### src/rtl/pong_pkg.sv
// Shared types and constants for the pong game controller.
package pong_pkg;

    localparam int POS_W   = 8;
    localparam int VEL_W   = 4;
    localparam int SCORE_W = 4;

    localparam logic signed [VEL_W-1:0] SERVE_VX = 4'sd2;
    localparam logic signed [VEL_W-1:0] SERVE_VY = 4'sd1;

    typedef enum logic [2:0] {
        IDLE      = 3'd0,
        SERVE     = 3'd1,
        PLAY      = 3'd2,
        SCORED    = 3'd3,
        GAME_OVER = 3'd4
    } state_t;

    typedef enum logic [1:0] {
        WIN_NONE = 2'b00,
        WIN_P1   = 2'b01,
        WIN_P2   = 2'b10
    } winner_t;

endpackage

### src/rtl/pong_game_ctrl_if.sv
// Bus between the game controller and the combinational pong step datapath.
interface pong_game_ctrl_if;
    import pong_pkg::*;

    logic signed [POS_W-1:0]   cur_paddle_1_pos;
    logic signed [POS_W-1:0]   cur_paddle_2_pos;
    logic signed [POS_W-1:0]   cur_ball_pos_x;
    logic signed [POS_W-1:0]   cur_ball_pos_y;
    logic signed [VEL_W-1:0]   cur_ball_vel_x;
    logic signed [VEL_W-1:0]   cur_ball_vel_y;
    logic        [SCORE_W-1:0] cur_score_p1;
    logic        [SCORE_W-1:0] cur_score_p2;
    logic signed [1:0]         dp_control_1;
    logic signed [1:0]         dp_control_2;

    logic signed [POS_W-1:0]   nxt_paddle_1_pos;
    logic signed [POS_W-1:0]   nxt_paddle_2_pos;
    logic signed [POS_W-1:0]   nxt_ball_pos_x;
    logic signed [POS_W-1:0]   nxt_ball_pos_y;
    logic signed [VEL_W-1:0]   nxt_ball_vel_x;
    logic signed [VEL_W-1:0]   nxt_ball_vel_y;
    logic        [SCORE_W-1:0] nxt_score_p1;
    logic        [SCORE_W-1:0] nxt_score_p2;
    logic                      nxt_bounce;

    modport master (
        output cur_paddle_1_pos, cur_paddle_2_pos, cur_ball_pos_x, cur_ball_pos_y,
               cur_ball_vel_x, cur_ball_vel_y, cur_score_p1, cur_score_p2,
               dp_control_1, dp_control_2,
        input  nxt_paddle_1_pos, nxt_paddle_2_pos, nxt_ball_pos_x, nxt_ball_pos_y,
               nxt_ball_vel_x, nxt_ball_vel_y, nxt_score_p1, nxt_score_p2, nxt_bounce
    );

    modport slave (
        input  cur_paddle_1_pos, cur_paddle_2_pos, cur_ball_pos_x, cur_ball_pos_y,
               cur_ball_vel_x, cur_ball_vel_y, cur_score_p1, cur_score_p2,
               dp_control_1, dp_control_2,
        output nxt_paddle_1_pos, nxt_paddle_2_pos, nxt_ball_pos_x, nxt_ball_pos_y,
               nxt_ball_vel_x, nxt_ball_vel_y, nxt_score_p1, nxt_score_p2, nxt_bounce
    );

endinterface

### src/rtl/pong_game_ctrl_frame_divider.sv
// Free-running frame divider: one-cycle tick every FRAME_DIV clocks.
module frame_divider #(
    parameter int FRAME_DIV = 1000
) (
    input  logic clk,
    input  logic reset,
    output logic frame_tick
);

    localparam int CNT_W = (FRAME_DIV > 1) ? $clog2(FRAME_DIV) : 1;
    localparam logic [CNT_W-1:0] LAST = CNT_W'(FRAME_DIV - 1);

    logic [CNT_W-1:0] count;

    // Count 0..FRAME_DIV-1 and wrap, independent of game state.
    always_ff @(posedge clk or negedge reset) begin
        if (!reset) begin
            count <= '0;
        end else if (count == LAST) begin
            count <= '0;
        end else begin
            count <= count + CNT_W'(1);
        end
    end

    assign frame_tick = (count == LAST);

endmodule

### src/rtl/pong_game_ctrl.sv
// Pong game sequencer: owns game-state registers, commits datapath results
// once per unpaused frame and runs the serve/play/score/game-over FSM.
module pong_game_ctrl
    import pong_pkg::*;
#(
    parameter int FRAME_DIV    = 1000,
    parameter int SERVE_FRAMES = 30,
    parameter int WIN_SCORE    = 9
) (
    input  logic              clk,
    input  logic              reset,
    input  logic              start,
    input  logic              pause,
    input  logic signed [1:0] in_control_1,
    input  logic signed [1:0] in_control_2,
    pong_game_ctrl_if.master  dp,
    output logic              frame_tick,
    output logic [2:0]        state,
    output logic [1:0]        winner,
    output logic [7:0]        rally
);

    localparam int SCNT_W = $clog2(SERVE_FRAMES + 1);
    localparam logic [SCNT_W-1:0]  SERVE_LAST = SCNT_W'(SERVE_FRAMES - 1);
    localparam logic [SCORE_W-1:0] WIN_S      = SCORE_W'(WIN_SCORE);

    state_t              state_q, state_d;
    logic                serve_neg, serve_neg_d;   // 1: next serve goes towards -x
    logic [SCNT_W-1:0]   serve_cnt;
    logic                p1_scored;
    winner_t             winner_q;
    logic                commit;
    logic                enter_serve;
    logic                new_game;

    function automatic logic [7:0] sat_inc(input logic [7:0] v);
        return (v == 8'hFF) ? v : v + 8'd1;
    endfunction

    frame_divider #(.FRAME_DIV(FRAME_DIV)) u_div (
        .clk        (clk),
        .reset      (reset),
        .frame_tick (frame_tick)
    );

    assign commit      = frame_tick & ~pause;
    assign new_game    = ((state_q == IDLE) || (state_q == GAME_OVER)) && start;
    assign enter_serve = (state_d == SERVE) && (state_q != SERVE);

    // Next-state and serve-direction decision.
    always_comb begin
        state_d     = state_q;
        serve_neg_d = serve_neg;
        case (state_q)
            IDLE, GAME_OVER: begin
                if (start) begin
                    state_d     = SERVE;
                    serve_neg_d = 1'b0;
                end
            end
            SERVE: begin
                if (commit && (serve_cnt == SERVE_LAST)) state_d = PLAY;
            end
            PLAY: begin
                if (commit && ((dp.nxt_score_p1 != dp.cur_score_p1) ||
                               (dp.nxt_score_p2 != dp.cur_score_p2))) state_d = SCORED;
            end
            SCORED: begin
                if (p1_scored) begin
                    serve_neg_d = 1'b0;
                    state_d     = (dp.cur_score_p1 >= WIN_S) ? GAME_OVER : SERVE;
                end else begin
                    serve_neg_d = 1'b1;
                    state_d     = (dp.cur_score_p2 >= WIN_S) ? GAME_OVER : SERVE;
                end
            end
            default: state_d = IDLE;
        endcase
    end

    // Control registers: FSM state, serve bookkeeping, rally and winner.
    always_ff @(posedge clk or negedge reset) begin
        if (!reset) begin
            state_q   <= IDLE;
            serve_neg <= 1'b0;
            serve_cnt <= '0;
            p1_scored <= 1'b0;
            rally     <= 8'd0;
            winner_q  <= WIN_NONE;
        end else begin
            state_q   <= state_d;
            serve_neg <= serve_neg_d;
            if (new_game) winner_q <= WIN_NONE;
            if (enter_serve) begin
                serve_cnt <= '0;
                rally     <= 8'd0;
            end else if (state_q == SERVE && commit) begin
                serve_cnt <= serve_cnt + SCNT_W'(1);
            end else if (state_q == PLAY && commit) begin
                p1_scored <= (dp.nxt_score_p1 != dp.cur_score_p1);
                if (dp.nxt_bounce) rally <= sat_inc(rally);
            end
            if (state_q == SCORED && state_d == GAME_OVER)
                winner_q <= p1_scored ? WIN_P1 : WIN_P2;
        end
    end

    // Game-state registers presented to the datapath and display.
    always_ff @(posedge clk or negedge reset) begin
        if (!reset) begin
            dp.cur_paddle_1_pos <= '0;
            dp.cur_paddle_2_pos <= '0;
            dp.cur_ball_pos_x   <= '0;
            dp.cur_ball_pos_y   <= '0;
            dp.cur_ball_vel_x   <= '0;
            dp.cur_ball_vel_y   <= '0;
            dp.cur_score_p1     <= '0;
            dp.cur_score_p2     <= '0;
        end else begin
            if (new_game) begin
                dp.cur_score_p1 <= '0;
                dp.cur_score_p2 <= '0;
            end
            if (enter_serve) begin
                dp.cur_ball_pos_x <= '0;
                dp.cur_ball_pos_y <= '0;
                dp.cur_ball_vel_x <= serve_neg_d ? -SERVE_VX : SERVE_VX;
                dp.cur_ball_vel_y <= SERVE_VY;
            end else if (state_q == SERVE && commit) begin
                dp.cur_paddle_1_pos <= dp.nxt_paddle_1_pos;
                dp.cur_paddle_2_pos <= dp.nxt_paddle_2_pos;
            end else if (state_q == PLAY && commit) begin
                dp.cur_paddle_1_pos <= dp.nxt_paddle_1_pos;
                dp.cur_paddle_2_pos <= dp.nxt_paddle_2_pos;
                dp.cur_ball_pos_x   <= dp.nxt_ball_pos_x;
                dp.cur_ball_pos_y   <= dp.nxt_ball_pos_y;
                dp.cur_ball_vel_x   <= dp.nxt_ball_vel_x;
                dp.cur_ball_vel_y   <= dp.nxt_ball_vel_y;
                dp.cur_score_p1     <= dp.nxt_score_p1;
                dp.cur_score_p2     <= dp.nxt_score_p2;
            end
        end
    end

    assign dp.dp_control_1 = (state_q == SERVE || state_q == PLAY) ? in_control_1 : 2'sd0;
    assign dp.dp_control_2 = (state_q == SERVE || state_q == PLAY) ? in_control_2 : 2'sd0;
    assign state  = state_q;
    assign winner = winner_q;

endmodule

### src/flat_wrapper.sv
// flat-port wrapper written by rule: the top's interface ports become plain ports
module pong_game_ctrl_flat import pong_pkg::*;
#(
    parameter int FRAME_DIV    = 1000,
    parameter int SERVE_FRAMES = 30,
    parameter int WIN_SCORE    = 9
)
  (clk, reset, start, pause, in_control_1, in_control_2, frame_tick, state, winner, rally, dp_cur_paddle_1_pos, dp_cur_paddle_2_pos, dp_cur_ball_pos_x, dp_cur_ball_pos_y, dp_cur_ball_vel_x, dp_cur_ball_vel_y, dp_cur_score_p1, dp_cur_score_p2, dp_dp_control_1, dp_dp_control_2, dp_nxt_paddle_1_pos, dp_nxt_paddle_2_pos, dp_nxt_ball_pos_x, dp_nxt_ball_pos_y, dp_nxt_ball_vel_x, dp_nxt_ball_vel_y, dp_nxt_score_p1, dp_nxt_score_p2, dp_nxt_bounce);
  pong_game_ctrl_if dp_i ();
  input  logic clk;
  input  logic reset;
  input  logic start;
  input  logic pause;
  input  logic signed [1:0] in_control_1;
  input  logic signed [1:0] in_control_2;
  output logic frame_tick;
  output logic [2:0] state;
  output logic [1:0] winner;
  output logic [7:0] rally;
  output wire logic [$bits(dp_i.cur_paddle_1_pos)-1:0] dp_cur_paddle_1_pos;
  output wire logic [$bits(dp_i.cur_paddle_2_pos)-1:0] dp_cur_paddle_2_pos;
  output wire logic [$bits(dp_i.cur_ball_pos_x)-1:0] dp_cur_ball_pos_x;
  output wire logic [$bits(dp_i.cur_ball_pos_y)-1:0] dp_cur_ball_pos_y;
  output wire logic [$bits(dp_i.cur_ball_vel_x)-1:0] dp_cur_ball_vel_x;
  output wire logic [$bits(dp_i.cur_ball_vel_y)-1:0] dp_cur_ball_vel_y;
  output wire logic [$bits(dp_i.cur_score_p1)-1:0] dp_cur_score_p1;
  output wire logic [$bits(dp_i.cur_score_p2)-1:0] dp_cur_score_p2;
  output wire logic [$bits(dp_i.dp_control_1)-1:0] dp_dp_control_1;
  output wire logic [$bits(dp_i.dp_control_2)-1:0] dp_dp_control_2;
  input wire logic [$bits(dp_i.nxt_paddle_1_pos)-1:0] dp_nxt_paddle_1_pos;
  input wire logic [$bits(dp_i.nxt_paddle_2_pos)-1:0] dp_nxt_paddle_2_pos;
  input wire logic [$bits(dp_i.nxt_ball_pos_x)-1:0] dp_nxt_ball_pos_x;
  input wire logic [$bits(dp_i.nxt_ball_pos_y)-1:0] dp_nxt_ball_pos_y;
  input wire logic [$bits(dp_i.nxt_ball_vel_x)-1:0] dp_nxt_ball_vel_x;
  input wire logic [$bits(dp_i.nxt_ball_vel_y)-1:0] dp_nxt_ball_vel_y;
  input wire logic [$bits(dp_i.nxt_score_p1)-1:0] dp_nxt_score_p1;
  input wire logic [$bits(dp_i.nxt_score_p2)-1:0] dp_nxt_score_p2;
  input wire logic [$bits(dp_i.nxt_bounce)-1:0] dp_nxt_bounce;
  assign dp_cur_paddle_1_pos = dp_i.cur_paddle_1_pos;
  assign dp_cur_paddle_2_pos = dp_i.cur_paddle_2_pos;
  assign dp_cur_ball_pos_x = dp_i.cur_ball_pos_x;
  assign dp_cur_ball_pos_y = dp_i.cur_ball_pos_y;
  assign dp_cur_ball_vel_x = dp_i.cur_ball_vel_x;
  assign dp_cur_ball_vel_y = dp_i.cur_ball_vel_y;
  assign dp_cur_score_p1 = dp_i.cur_score_p1;
  assign dp_cur_score_p2 = dp_i.cur_score_p2;
  assign dp_dp_control_1 = dp_i.dp_control_1;
  assign dp_dp_control_2 = dp_i.dp_control_2;
  assign dp_i.nxt_paddle_1_pos = dp_nxt_paddle_1_pos;
  assign dp_i.nxt_paddle_2_pos = dp_nxt_paddle_2_pos;
  assign dp_i.nxt_ball_pos_x = dp_nxt_ball_pos_x;
  assign dp_i.nxt_ball_pos_y = dp_nxt_ball_pos_y;
  assign dp_i.nxt_ball_vel_x = dp_nxt_ball_vel_x;
  assign dp_i.nxt_ball_vel_y = dp_nxt_ball_vel_y;
  assign dp_i.nxt_score_p1 = dp_nxt_score_p1;
  assign dp_i.nxt_score_p2 = dp_nxt_score_p2;
  assign dp_i.nxt_bounce = dp_nxt_bounce;
  pong_game_ctrl #(.FRAME_DIV(FRAME_DIV), .SERVE_FRAMES(SERVE_FRAMES), .WIN_SCORE(WIN_SCORE)) u_core (.clk(clk), .reset(reset), .start(start), .pause(pause), .in_control_1(in_control_1), .in_control_2(in_control_2), .dp(dp_i), .frame_tick(frame_tick), .state(state), .winner(winner), .rally(rally));
endmodule
### config.mk
export PLATFORM = sky130hd
export DESIGN_NAME = pong_game_ctrl_flat
export DESIGN_NICKNAME = d
export VERILOG_FILES = /design/src/rtl/pong_pkg.sv /design/src/rtl/pong_game_ctrl_if.sv /design/src/rtl/pong_game_ctrl_frame_divider.sv /design/src/rtl/pong_game_ctrl.sv /design/src/flat_wrapper.sv
export SDC_FILE = /design/constraint.sdc
export NUM_CORES = 1
export LEC_CHECK = 0
export CORE_MARGIN = 2
export CORE_UTILIZATION = 41
export CTS_CLUSTER_DIAMETER = 30
export CTS_CLUSTER_SIZE = 20
export DETAILED_ROUTE_END_ITERATION = 8
export GPL_ROUTABILITY_DRIVEN = 0
export PLACE_DENSITY = 0.75
export SETUP_SLACK_MARGIN = 0.5
export SLEW_MARGIN = 20
export SYNTH_ARGS = -nofsm -noshare
export SYNTH_HDL_FRONTEND = slang
export SYNTH_SLANG_ARGS = --single-unit
### constraint.sdc
create_clock -name clk -period 1.7 [get_ports clk]
set_input_delay 0.34 -clock clk [delete_from_list [all_inputs] [get_ports clk]]
set_output_delay 0.34 -clock clk [all_outputs]
set_load 0.01 [all_outputs]
Word level (Yosys, flattened, before mapping):

Cells that the tools add are included.

* bits in registers: 78
* latch bits: 0
* memory bits (writable): 0
* bits in read-only memories: 0
* input port bits: 57
* memories: 0

* add/sub/neg operators: 3
* $mul: 0
* div/mod/pow operators: 0
* magnitude comparators: 2
* eq/ne operators: 14
* shift-type cells: 0
* muxes and demuxes: 48
* bitwise gates (word level): 4
* reduce and logical (&&, ||, !) cells: 21

Operator list (count)
* $mux W8: 15
* $mux W4: 15
* $mux W3: 6
* $pmux W3 S4: 1
* $add A10 B1 Y10 const B: 1
* $eq A10 B10 Y1 const B: 1
* $mux W10: 1
* $mux W2: 5
* $mux W5: 2
* $reduce_bool A2 Y1: 5
* $add A8 B1 Y8 const B: 1
* $eq A8 B8 Y1 const B: 1
* $ge A4 B4 Y1 const B: 2
* $ne A4 B4 Y1: 2
* $logic_and A1 B1 Y1: 7
* $eq A3 B1 Y1 const B: 2
* $eq A3 B2 Y1 const B: 2
* $eq A3 B3 Y1 const B: 2
* $add A5 B1 Y5 const B: 1
* $eq A5 B5 Y1 const B: 1
* $ne A2 B1 Y1 const B: 2
* $reduce_and A2 Y1: 2
* $reduce_and A4 Y1: 1
* $logic_not A3 Y1: 1
* 8 further kinds: 13

Depth between registers and ports, before layout:

Gate-level depths: netlist of the first run.

* word-level depth: 9
* depth in mapped cells: 8
* depth with buffers taken out: 6

Hierarchy:

From an unflattened synthesis of the first run, not the netlist that was laid out.

* cell total of the unflattened synthesis: 336
* area total of the unflattened synthesis: 3535.9 sq um

By module, submodules not included
* pong_game_ctrl: instances 1, cells each 293, area each 3052.9 sq um, sequential area each 1701.6 sq um
* frame_divider: instances 1, cells each 43, area each 483.0 sq um, sequential area each 250.2 sq um

Least setup slack after synthesis of the first run:

Ideal clock, no wire load.

* path kind: flip-flop to flip-flop
* start: register u_core.u_div.count[0]
* end: register u_core.dp.cur_paddle_1_pos[6]
* library setup time: 0.128 ns
* arrival time: 1.740 ns
* slack: -0.167 ns
* cell stages (with the launch flop): 9
* cell sequence: dfrtp_1 > ha_1 > and2_1 > buf_2 > nand3_2 > inv_2 > nand3b_4 > buf_2 > mux2_1

* word-level cells in the longest chain between the ends: 9

Ends and longest elaborated chain
* start: declaration: line pong_game_ctrl_frame_divider.sv:13 `logic [CNT_W-1:0] count;`
* start signal: assignment: line pong_game_ctrl_frame_divider.sv:22 `count <= count + CNT_W'(1);`
* $eq A10 B10 Y1 (*): line pong_game_ctrl_frame_divider.sv:26 `assign frame_tick = (count == LAST);`
* named net frame_tick: line flat_wrapper.sv:16 `output logic frame_tick;`
* $and A1 B1 Y1 (*): line pong_game_ctrl.sv:46 `assign commit = frame_tick & ~pause;`
* $logic_and A1 B1 Y1 (on tied branches): line pong_game_ctrl.sv:65, pong_game_ctrl.sv:62
* $mux W3 (on tied branches): line pong_game_ctrl.sv:65, pong_game_ctrl.sv:62
* $pmux W3 S4: line pong_game_ctrl.sv:54 `case (state_q)`
* $eq A3 B1 Y1: line pong_game_ctrl.sv:48 `assign enter_serve = (state_d == SERVE) && (state_q != SERVE);`
* $logic_and A1 B1 Y1: line pong_game_ctrl.sv:48
* $not A1 Y1 (no source line)
* $reduce_and A2 Y1 (no source line)
* end signal: assignment: line pong_game_ctrl.sv:130 `dp.cur_paddle_1_pos <= dp.nxt_paddle_1_pos;`
* end signal: assignment: line pong_game_ctrl.sv:133 `dp.cur_paddle_1_pos <= dp.nxt_paddle_1_pos;`
* end: declaration: line pong_game_ctrl_if.sv:27 `output cur_paddle_1_pos, cur_paddle_2_pos, cur_ball_pos_x, cur_ball_pos_y,`

The timed path passes the listed nets; every way through them passes the cells marked *.
A chain may end at the register's enable or synchronous reset.

Worst setup path in the final report of the first run:

* start: register u_core.state_q[0] (netlist: u_core.state[0])
* end: register u_core.rally[5]

* word-level cells in the longest chain between the ends: 7

Ends and longest elaborated chain
* start: declaration: line pong_game_ctrl.sv:27 `state_t state_q, state_d;`
* start signal: assignment: line pong_game_ctrl.sv:91 `state_q <= state_d;`
* $eq A3 B3 Y1 or $logic_not A3 Y1 (tied branches): line pong_game_ctrl.sv:54
* $reduce_or A2 Y1: line pong_game_ctrl.sv:54
* $pmux W3 S4: line pong_game_ctrl.sv:54
* $eq A3 B1 Y1: line pong_game_ctrl.sv:48
* $logic_and A1 B1 Y1: line pong_game_ctrl.sv:48
* $ne A2 B1 Y1 (no source line) or $reduce_bool A2 Y1 (tied branches)
* $reduce_and A4 Y1 (no source line)
* end signal: assignment: line pong_game_ctrl.sv:101 `if (dp.nxt_bounce) rally <= sat_inc(rally);`
* end: declaration: line pong_game_ctrl.sv:20 `output logic [7:0] rally`

Several ways; a longest one is shown, not always the timed one.

==> reports/qor.csv, run 1 <==
metric,value,unit
run status,finished with violations,
failing checks,setup timing,
crit path launch type,flop,
crit path kind,flop to flop,
nets,669,
core area,0.00864,mm^2
1st-pass router iterations,4,
IO Pins,123,
Synth Area per Inst,10.3,um^2
power share of the clock group,41.6,%
synthesis-stage register bit count,78,
multi-input logic area,0.00209,mm^2
num rows,34,
Antenna diodes,0,
endpoints failing setup,72,
Critical Path Fanout Max,6,
clk_skew,13.2,ps
clk sinks,78,
Post-synth EDFFs,0,
Max Cap Viol,0,
"Seq/Total Area, Yosys",54.2,%
Syn Nets,412,
Worst-path clk slew,90,ps
Num CTS Buffers,9,
worst hold path class,input pin to asynchronous set/reset pin,
Reg power frac,46.8,%
Worst path slowest cell,o31ai_1,
asr flop ratio synth,100,%
fillers,444,
YS warnings,0,
TritonCTS clock tree,done,
clk_lat worst skew,360,ps
Net Sw Frac,24.5,%
max incr delay on CP,480,ps
H-tree depth,3,
P_sw,0.000977,W
clk buf depth,2,
largest net degree at the start of global routing,37,
RSZ-0062 raised after global routing,yes,
Gate Count Post-Synth,351,
via count,3990,
first-pass GRT wire length,20400,um
synth unique cells,45,
DIE AREA,0.00955,mm^2
hold slack,442,ps
Vert. Die Dim,97.7,um
"leading cell types in the layout, fill and taps excluded","buf_6 (82), buf_4 (74), dfrtp_1 (72)",
vias per cell,5.53,
Final WS setup,-278,ps
Final Hold Fails,0,
Required @ worst endpoint,1930,ps
Root Buffer,clkbuf_8,
vias in the first global route,4041,
Peak supply drop,0.387,mV
area of the mapped netlist,0.00360,mm^2
Worst Path Arrival,2210,ps
measured slew at the worst slew-check pin,461,ps
pins over their slew limit,0,
synth-to-layout area growth,95.9,%
f_max,506,MHz
Slew headroom,69.0,%
worst-path cell chain,"buf_6, nor4b_4, buf_4, nand4_4, o31ai_1, a21oi_2",
total gr overflow,0,
Pint,0.00301,W
Tcrit/Tclk final,116,%
Crit. End Element,flop,
share of cells above drive strength 1,58.9,%
Initial Util,41.7,%
gr usage total,27.0,%
post-DP HPWL,6760,um
"commonest non-fill, non-tap cell in the layout",buf_6,
"worst slack, placed",-527,ps
Register Area,0.00196,mm^2
initial antenna violation count,0,
minimum clock period,1980,ps
routed len/inst,20.7,um
leak pwr,3.46,nW
Chip Width,97.7,um
PortBufs,122,
drt drc,0,
Setup TNS,-10720,ps
WL final,14900,um
final core utilization,81.7,%
Combinational Power Share,11.6,%
pwr/cell area,566,mW/mm^2
Final ANT Viol Nets,0,
Synth Flop Type,dfrtp_1,
initial DRC count,150,
routing by layer:
metal | part of all wire, % | vias to the layer above | wire length [um] | track usage, %
li1 | - | 1749 | - | -
met2 | 52 | 195 | 7820 | 47.9
met1 | 38 | 2000 | 5660 | 31.3
met3 | 5.8 | 46 | 866 | 5.32
met5 | 0 | - | 0 | 0
met4 | 4.0 | 0 | 595 | 12.7
per-stage QoR:
step | instance area, um^2 | instances | power, W
after floorplan | 3770 | 351 | 0.00198
after global placement | 5350 | 609 | 0.00222
after detailed placement | 5350 | 609 | 0.00222
after CTS | 6510 | 693 | 0.00388
after global routing | 7050 | 721 | 0.00409
final | 7050 | 721 | 0.00399
area by class of cell:
cell class / count / area share (%)
Clock inverter: 6 / 1.33
Inverter: 7 / 0.443
Timing Repair Buffer: 264 / 37.0
Multi-Input combinational cell: 248 / 29.6
Clock buffer: 10 / 1.95
Sequential cell: 78 / 27.8
Tap cell: 108 / 1.92
synthesized netlist by cell type (2+ instances only):
| library cell | number | share of area, % |
|---|---|---|
| a21oi_1 | 17 | 2.4 |
| nor2b_1 | 2 | 0.35 |
| o31a_1 | 2 | 0.49 |
| nor2_1 | 11 | 1.1 |
| or4_1 | 8 | 1.7 |
| buf_2 | 6 | 0.83 |
| ha_1 | 4 | 1.4 |
| buf_1 | 2 | 0.21 |
| nand2_1 | 68 | 7.1 |
| mux2_1 | 10 | 3.1 |
| nand4_2 | 2 | 0.69 |
| nand2b_1 | 7 | 1.2 |
| clkbuf_1 | 8 | 0.83 |
| xor2_1 | 6 | 1.5 |
| xnor2_1 | 9 | 2.2 |
| and3_1 | 4 | 0.69 |
| and2_1 | 7 | 1.2 |
| o21ai_1 | 2 | 0.28 |
| or3_1 | 3 | 0.52 |
| dfrtp_1 | 78 | 54 |
| mux2i_1 | 6 | 1.7 |
| o21ai_0 | 28 | 3.9 |
| o31ai_1 | 8 | 1.7 |
| nand4_1 | 7 | 1.2 |
| inv_1 | 6 | 0.63 |
| mux2_2 | 6 | 1.9 |
| nand3_1 | 16 | 2.2 |
power groups by stage:
stage | registers, W | clock network (W) | logic (W)
after global placement | 0.00190 | 0 | 0.000314
after detailed placement | 0.00190 | 0 | 0.000322
after global routing | 0.00187 | 0.00173 | 0.000487
after floorplan | 0.00191 | 0 | 0.0000743
final | 0.00187 | 0.00166 | 0.000464
after CTS | 0.00187 | 0.00161 | 0.000408
kinds of logic (layout without fill, tap and decap cells):
logic type,Yosys count,after routing,synth area share (%)
AOI/OAI and AO/OA,62,62,9.83
and+or+nand+nor,145,145,21.1
muxes,22,22,6.67
xor gates and xnor gates,15,15,3.65
adders and majority gates,4,4,1.39
buffers and inverters,25,287,3.13
DFF,78,78,54.2
sequential cells by signal, summed over array words and instances, names as in the netlist, 5 cells and up:
signal and cells:
u_core.u_div.count 10, u_core.dp.cur_ball_pos_y 8, u_core.dp.cur_ball_pos_x 8, u_core.rally 8
u_core.serve_cnt 5, u_core.dp.cur_paddle_1_pos 8, u_core.dp.cur_paddle_2_pos 8
what timing repair did:
action | in CTS | in global routing
hold buffers | 1 | 0
setup endpoints to repair | 142 | 146
cloned | 7 | 1
endpoints found under the hold margin | 34 | 0
gates resized for setup | 418 | 80
buffers inserted | 60 | 27
pin swaps | 36 | 25
worst max-delay path: cells and delay by family (launching register included):
| family | cells | cell delay [ps] |
|---|---|---|
| simple gates | 2 | 500 |
| flops | 1 | 440 |
| compound gates | 2 | 600 |
| buf+inv | 2 | 320 |
worst paths after layout:
kind / slack [ps] / endpoint / cells past startpoint / startpoint
hold reg to reg: 510 / u_core.dp.cur_paddle_2_pos[7] / 1 / u_core.dp.cur_paddle_2_pos[7]
max in group asynchronous: 720 / u_core.dp.cur_paddle_1_pos[6] / 3 / reset
setup / recovery: -280 / u_core.rally[5] / 6 / u_core.state[0]
min in group clk: 510 / u_core.dp.cur_paddle_2_pos[7] / 1 / u_core.dp.cur_paddle_2_pos[7]
hold / removal: 440 / u_core.dp.cur_paddle_2_pos[5] / 2 / reset
setup reg to reg: -280 / u_core.rally[5] / 6 / u_core.state[0]
Note: power is estimated with default switching activity, not from simulation.
==> inputs of run 2 (changes only) <==
Settings changed: ABC_AREA set to 1, SETUP_SLACK_MARGIN 0.5 to 0.02.
==> reports/qor.csv, run 2 <==
metric,value,unit
run status,finished with violations,
failing checks,setup timing,
"worst slack, placed",-177,ps
Reg power frac,50.7,%
worst hold path class,input pin to asynchronous set/reset pin,
Max Cap Viol,0,
number of flip-flops in the largest register,10,
Synth Area per Inst,8.03,um^2
synth-to-layout area growth,64.3,%
top post-synthesis cells by area,"dfrtp_1 (53%), nand2_1 (19%), nand3_1 (6.7%)",
most common library cells after synthesis,"nand2_1 (184), dfrtp_1 (78), nand3_1 (49)",
core area,0.00868,mm^2
measured slew at the worst slew-check pin,351,ps
Synth Flop Type,dfrtp_1,
Crit. End Element,primary output,
drt drc,0,
first-pass GRT wire length,16200,um
RSZ-0062 raised after global routing,yes,
Slew headroom,76.5,%
"commonest non-fill, non-tap cell in the layout",nand2_1,
design area,0.00602,mm^2
pwr/cell area,640,mW/mm^2
Final Hold Fails,0,
nets,699,
post-DP HPWL,6670,um
power share of the clock group,31.7,%
"leading cell types in the layout, fill and taps excluded","nand2_1 (165), clkdlybuf4s50_1 (104), dfrtp_1 (75)",
H-tree depth,3,
total gr overflow,0,
clk sinks,78,
crit path launch type,flop,
clk_lat worst skew,350,ps
initial antenna violation count,0,
"area leader, netlist",dfrtp_1,
Worst-path clk slew,80,ps
DIE AREA,0.00970,mm^2
Register Area,0.00196,mm^2
Post-synth EDFFs,0,
YS warnings,0,
Antenna diodes,0,
final core utilization,69.3,%
Required @ worst endpoint,1360,ps
share of cells above drive strength 1,24.2,%
f_max,550,MHz
pins over their slew limit,0,
synthesis-stage register bit count,78,
Tcrit/Tclk final,107,%
initial DRC count,143,
"Seq/Total Area, Yosys",53.3,%
Root Buffer,clkbuf_8,
Initial Util,42.2,%
fillers,679,
routed len/inst,13.8,um
Worst Path Arrival,1480,ps
Final ANT Viol Nets,0,
vias in the first global route,3470,
WL final,10400,um
synth unique cells,25,
PortBufs,122,
area of the mapped netlist,0.00366,mm^2
Critical Path Fanout Max,4,
num rows,34,
Final WS setup,-118,ps
vias per cell,4.89,
Pint,0.00282,W
crit path kind,flop to primary output,
minimum clock period,1820,ps
largest net degree at the start of global routing,31,
TritonCTS clock tree,done,
share of the synthesized area in the top cell type,53.3,%
Combinational Power Share,17.7,%
P_sw,0.00103,W
Num CTS Buffers,9,
leak pwr,3.12,nW
clk buf depth,2,
final cell count without fillers,749,
Peak supply drop,0.375,mV
Chip Width,98.5,um
IO Pins,123,
Net Sw Frac,26.8,%
multi-input logic area,0.00178,mm^2
asr flop ratio synth,100,%
endpoints failing setup,23,
Placed Instances,708,
Gate Count Post-Synth,456,
Reg with most FFs,u_core.u_div.count,
Vert. Die Dim,98.5,um
gr usage total,20.4,%
1st-pass router iterations,5,
"count leader, synth",nand2_1,
dpl cell area,0.00523,mm^2
clk_skew,7.77,ps
Syn Nets,517,
via count,3666,
[run 2: cell types whose count changed after synthesis, sizes merged, moves of 7 or more]
| cell | delta |
|---|---|
| nand2b | -7 |
| and2 | -7 |
| nand2 | +119 |
| or4 | -8 |
| inv | +31 |
| o31ai | -8 |
| nor2 | +31 |
| o21ai | -18 |
| mux2 | -16 |
| a21oi | -13 |
| nand3 | +34 |
[run 2: cells by family after synthesis]
family,after synthesis,synth area share [%]
AO/OA/AOI/OAI,18,2.60
XOR/XNOR,14,3.35
adder cells (fa/ha/maj),4,1.37
buffers and inverters,51,5.78
flip-flops,78,53.3
AND/OR/NAND/NOR,291,33.6
[run 2: power by group through the flow]
stage,clock [W],combinational [W],sequential (W)
final,0.00122,0.000681,0.00195
after global routing,0.00131,0.000744,0.00196
after CTS,0.00124,0.000639,0.00195
after detailed placement,0,0.000623,0.00199
after global placement,0,0.000607,0.00199
after floorplan,0,0.000178,0.00202
[run 2: worst paths after layout]
path                       cells past startpoint  slack (ps)                        start                       endpoint
setup reg to reg                              11         -60        u_core.u_div.count[0]  u_core.dp.cur_paddle_1_pos[2]
setup / recovery                               7        -120              u_core.state[0]             dp_dp_control_1[0]
hold / removal                                 2         430                        reset  u_core.dp.cur_paddle_2_pos[0]
min in group clk                               2         470  u_core.dp.cur_ball_pos_y[4]    u_core.dp.cur_ball_pos_y[4]
hold reg to reg                                2         470  u_core.dp.cur_ball_pos_y[4]    u_core.dp.cur_ball_pos_y[4]
max in group asynchronous                      3         780                        reset  u_core.dp.cur_paddle_1_pos[2]
[run 2: metrics by stage]
stage | TNS [ps] | hold slack [ps] | power [W]
3_3_place_gp | -878 | 235 | 0.00260
4_1_cts | -323 | 408 | 0.00382
2_1_floorplan | 0 | 44.4 | 0.00220
3_5_place_dp | -3100 | 240 | 0.00261
6_report | -1110 | 427 | 0.00385
5_1_grt | -4640 | 456 | 0.00402
[run 2: layout make-up]
| type | instances | area share [%] |
|---|---|---|
| Tap cell | 108 | 2.25 |
| Clock inverter | 4 | 0.416 |
| Sequential cell | 78 | 32.5 |
| Multi-Input combinational cell | 327 | 29.6 |
| Inverter | 38 | 2.97 |
| Clock buffer | 10 | 2.29 |
| Timing Repair Buffer | 181 | 29.2 |
| Timing Repair inverter | 3 | 0.811 |
[run 2: per-layer routing]
layer  track usage (%)  vias to the layer above  part of all wire (%)
met3              4.75                       17                   4.9
met1              27.7                     1763                    43
met2              33.3                       92                    50
met5                 0                        -                     0
li1                  -                     1794                     -
met4              5.58                        0                   1.8
[run 2: repair_timing]
item                       CTS  global route
hold buffers                 1             0
setup endpoints to repair   56            75
hold endpoints to repair    17             0
pin swaps                    8            38
gates resized for setup     49            87
gates cloned                 0             4
buffers inserted            11            11
[run 2: worst max-delay path, cell delays in order, from the launching register on]
cell and delay (ps):
dfrtp_1 410, buf_4 150, nor2_2 140, inv_1 80
nand2_1 90, inv_2 60, nor2_2 70, buf_2 130
==> inputs of run 3 (changes only) <==
Settings changed: CORE_UTILIZATION 41 to 45, PLACE_DENSITY 0.75 to 0.78.
Clock period 1.7 ns to 2 ns, I/O delays scaled along.
==> reports/qor.csv, run 3 (same netlist as run 2, synthesis figures left out) <==
metric,value,unit
share of cells above drive strength 1,9.70,%
r2r setup slk,160,ps
Tcrit/Tclk final,95.7,%
nets,654,
pins over their slew limit,0,
P_sw,0.000854,W
post-DP HPWL,6680,um
worst hold path class,input pin to asynchronous set/reset pin,
first-pass GRT wire length,15100,um
met1 wire length,3970,um
Peak supply drop,0.364,mV
fillers,635,
"worst slack, placed",53.1,ps
vias per cell,4.90,
Critical Path Fanout Max,2,
crit path launch type,flop,
vias in the first global route,3216,
Final Hold Fails,0,
Antenna diodes,0,
Root Buffer,clkbuf_8,
Worst-path clk slew,80,ps
Chip Width,94.2,um
Final WS setup,86.4,ps
clk buf depth,2,
Max Cap Viol,0,
Reg power frac,48.7,%
power share of the clock group,37.4,%
DIE AREA,0.00887,mm^2
drt drc,0,
"commonest non-fill, non-tap cell in the layout",nand2_1,
clk sinks,78,
TritonCTS clock tree,done,
1st-pass router iterations,5,
routed len/inst,13.3,um
Net Sw Frac,24.8,%
minimum clock period,1910,ps
num rows,32,
H-tree depth,3,
initial antenna violation count,0,
core area,0.00781,mm^2
Initial Util,46.9,%
pwr/cell area,648,mW/mm^2
Num CTS Buffers,9,
measured slew at the worst slew-check pin,623,ps
RSZ-0062 raised after global routing,yes,
endpoints failing setup,0,
gr usage total,21.5,%
total gr overflow,0,
Required @ worst endpoint,1600,ps
run status,completed,
Final ANT Viol Nets,0,
via count,3429,
WL final,9310,um
Worst Path Arrival,1510,ps
synth-to-layout area growth,44.9,%
WL met3,428,um
worst reg-to-reg path cell count,11,
Pint,0.00259,W
Reg with most FFs,u_core.u_div.count,
Crit. End Element,primary output,
highest metal used,met4,
Final Power,0.00344,W
Setup TNS,0,ps
multi-input logic area,0.00153,mm^2
Combinational Power Share,13.9,%
leak pwr,2.71,nW
crit path kind,flop to primary output,
clk_lat worst skew,350,ps
Vert. Die Dim,94.2,um
PortBufs,122,
f_max,523,MHz
Slew headroom,58.4,%
Register Area,0.00195,mm^2
clk_skew,3.75,ps
initial DRC count,183,
"leading cell types in the layout, fill and taps excluded","nand2_1 (181), clkdlybuf4s50_1 (116), dfrtp_1 (78)",
IO Pins,123,
Met2 Wirelength,4760,um
largest net degree at the start of global routing,48,
number of flip-flops in the largest register,10,
-- run 3: cell types whose count changed in the layout (fill, tap and decap cells not counted), sizes merged, moves of 2 or more --
cell and change:
buf -41, clkinvlp -2, dlymetal6s2s -4, bufinv +2
clkdlybuf4s50 +12, dlygate4sd2 -8
-- run 3: area by class of cell --
type                       count  share of cell area [%]
inverter                      38                    2.78
timing repair buffer         139                    25.1
clock inverter                 7                    1.67
tap                          102                    2.41
multi-input combinational    327                    28.9
sequential                    78                    36.8
clock buffer                   9                    2.33
-- run 3: power by group through the flow --
stage	clock, W	sequential, W	combinational (W)
floorplan	0	0.00172	0.000151
global placement	0	0.00171	0.000464
detailed placement	0	0.00171	0.000473
CTS	0.00130	0.00168	0.000473
global route	0.00136	0.00168	0.000527
finish	0.00129	0.00168	0.000479
-- run 3: repair_timing --
item,4_1_cts,5_1_grt
hold buffers,0,0
endpoints found under the hold margin,0,0
setup buffers,0,4
endpoints found under the setup margin,5,42
gates resized for setup,15,19
pin swaps,0,5
-- run 3: worst max-delay path, cell delays in order (launching register included) --
cell and delay [ps]:
dfrtp_1 400, buf_4 160, buf_4 140, clkdlybuf4s50_1 480
-- run 3: routing by layer --
layer	GRT usage (%)	up-vias
met4	7.25	0
met3	4.82	13
met1	27.4	1640
met2	36.1	77
met5	0	-
li1	-	1699
-- run 3: stage by stage --
step | instance area, um^2 | utilization, % | std cells | hold slack, ps
after global routing | 5310 | 67.9 | 700 | 107
final | 5310 | 67.9 | 700 | 58.0
after detailed placement | 5050 | 64.7 | 680 | 457
after CTS | 5270 | 67.5 | 696 | 79.8
after global placement | 5050 | 64.7 | 680 | 454
after floorplan | 3660 | - | 456 | 104
-- run 3: final timing paths --
check,endpoint,startpoint
worst max-delay path,state[0],u_core.state[0]
worst min-delay path,u_core.dp.cur_paddle_2_pos[4],reset
worst max register to register,u_core.serve_cnt[2],u_core.state[0]
worst min register to register,u_core.dp.cur_ball_pos_y[6],u_core.dp.cur_ball_pos_y[6]
max in group asynchronous,u_core.dp.cur_ball_vel_y[3],reset
min in group clk,u_core.dp.cur_ball_pos_y[6],u_core.dp.cur_ball_pos_y[6]
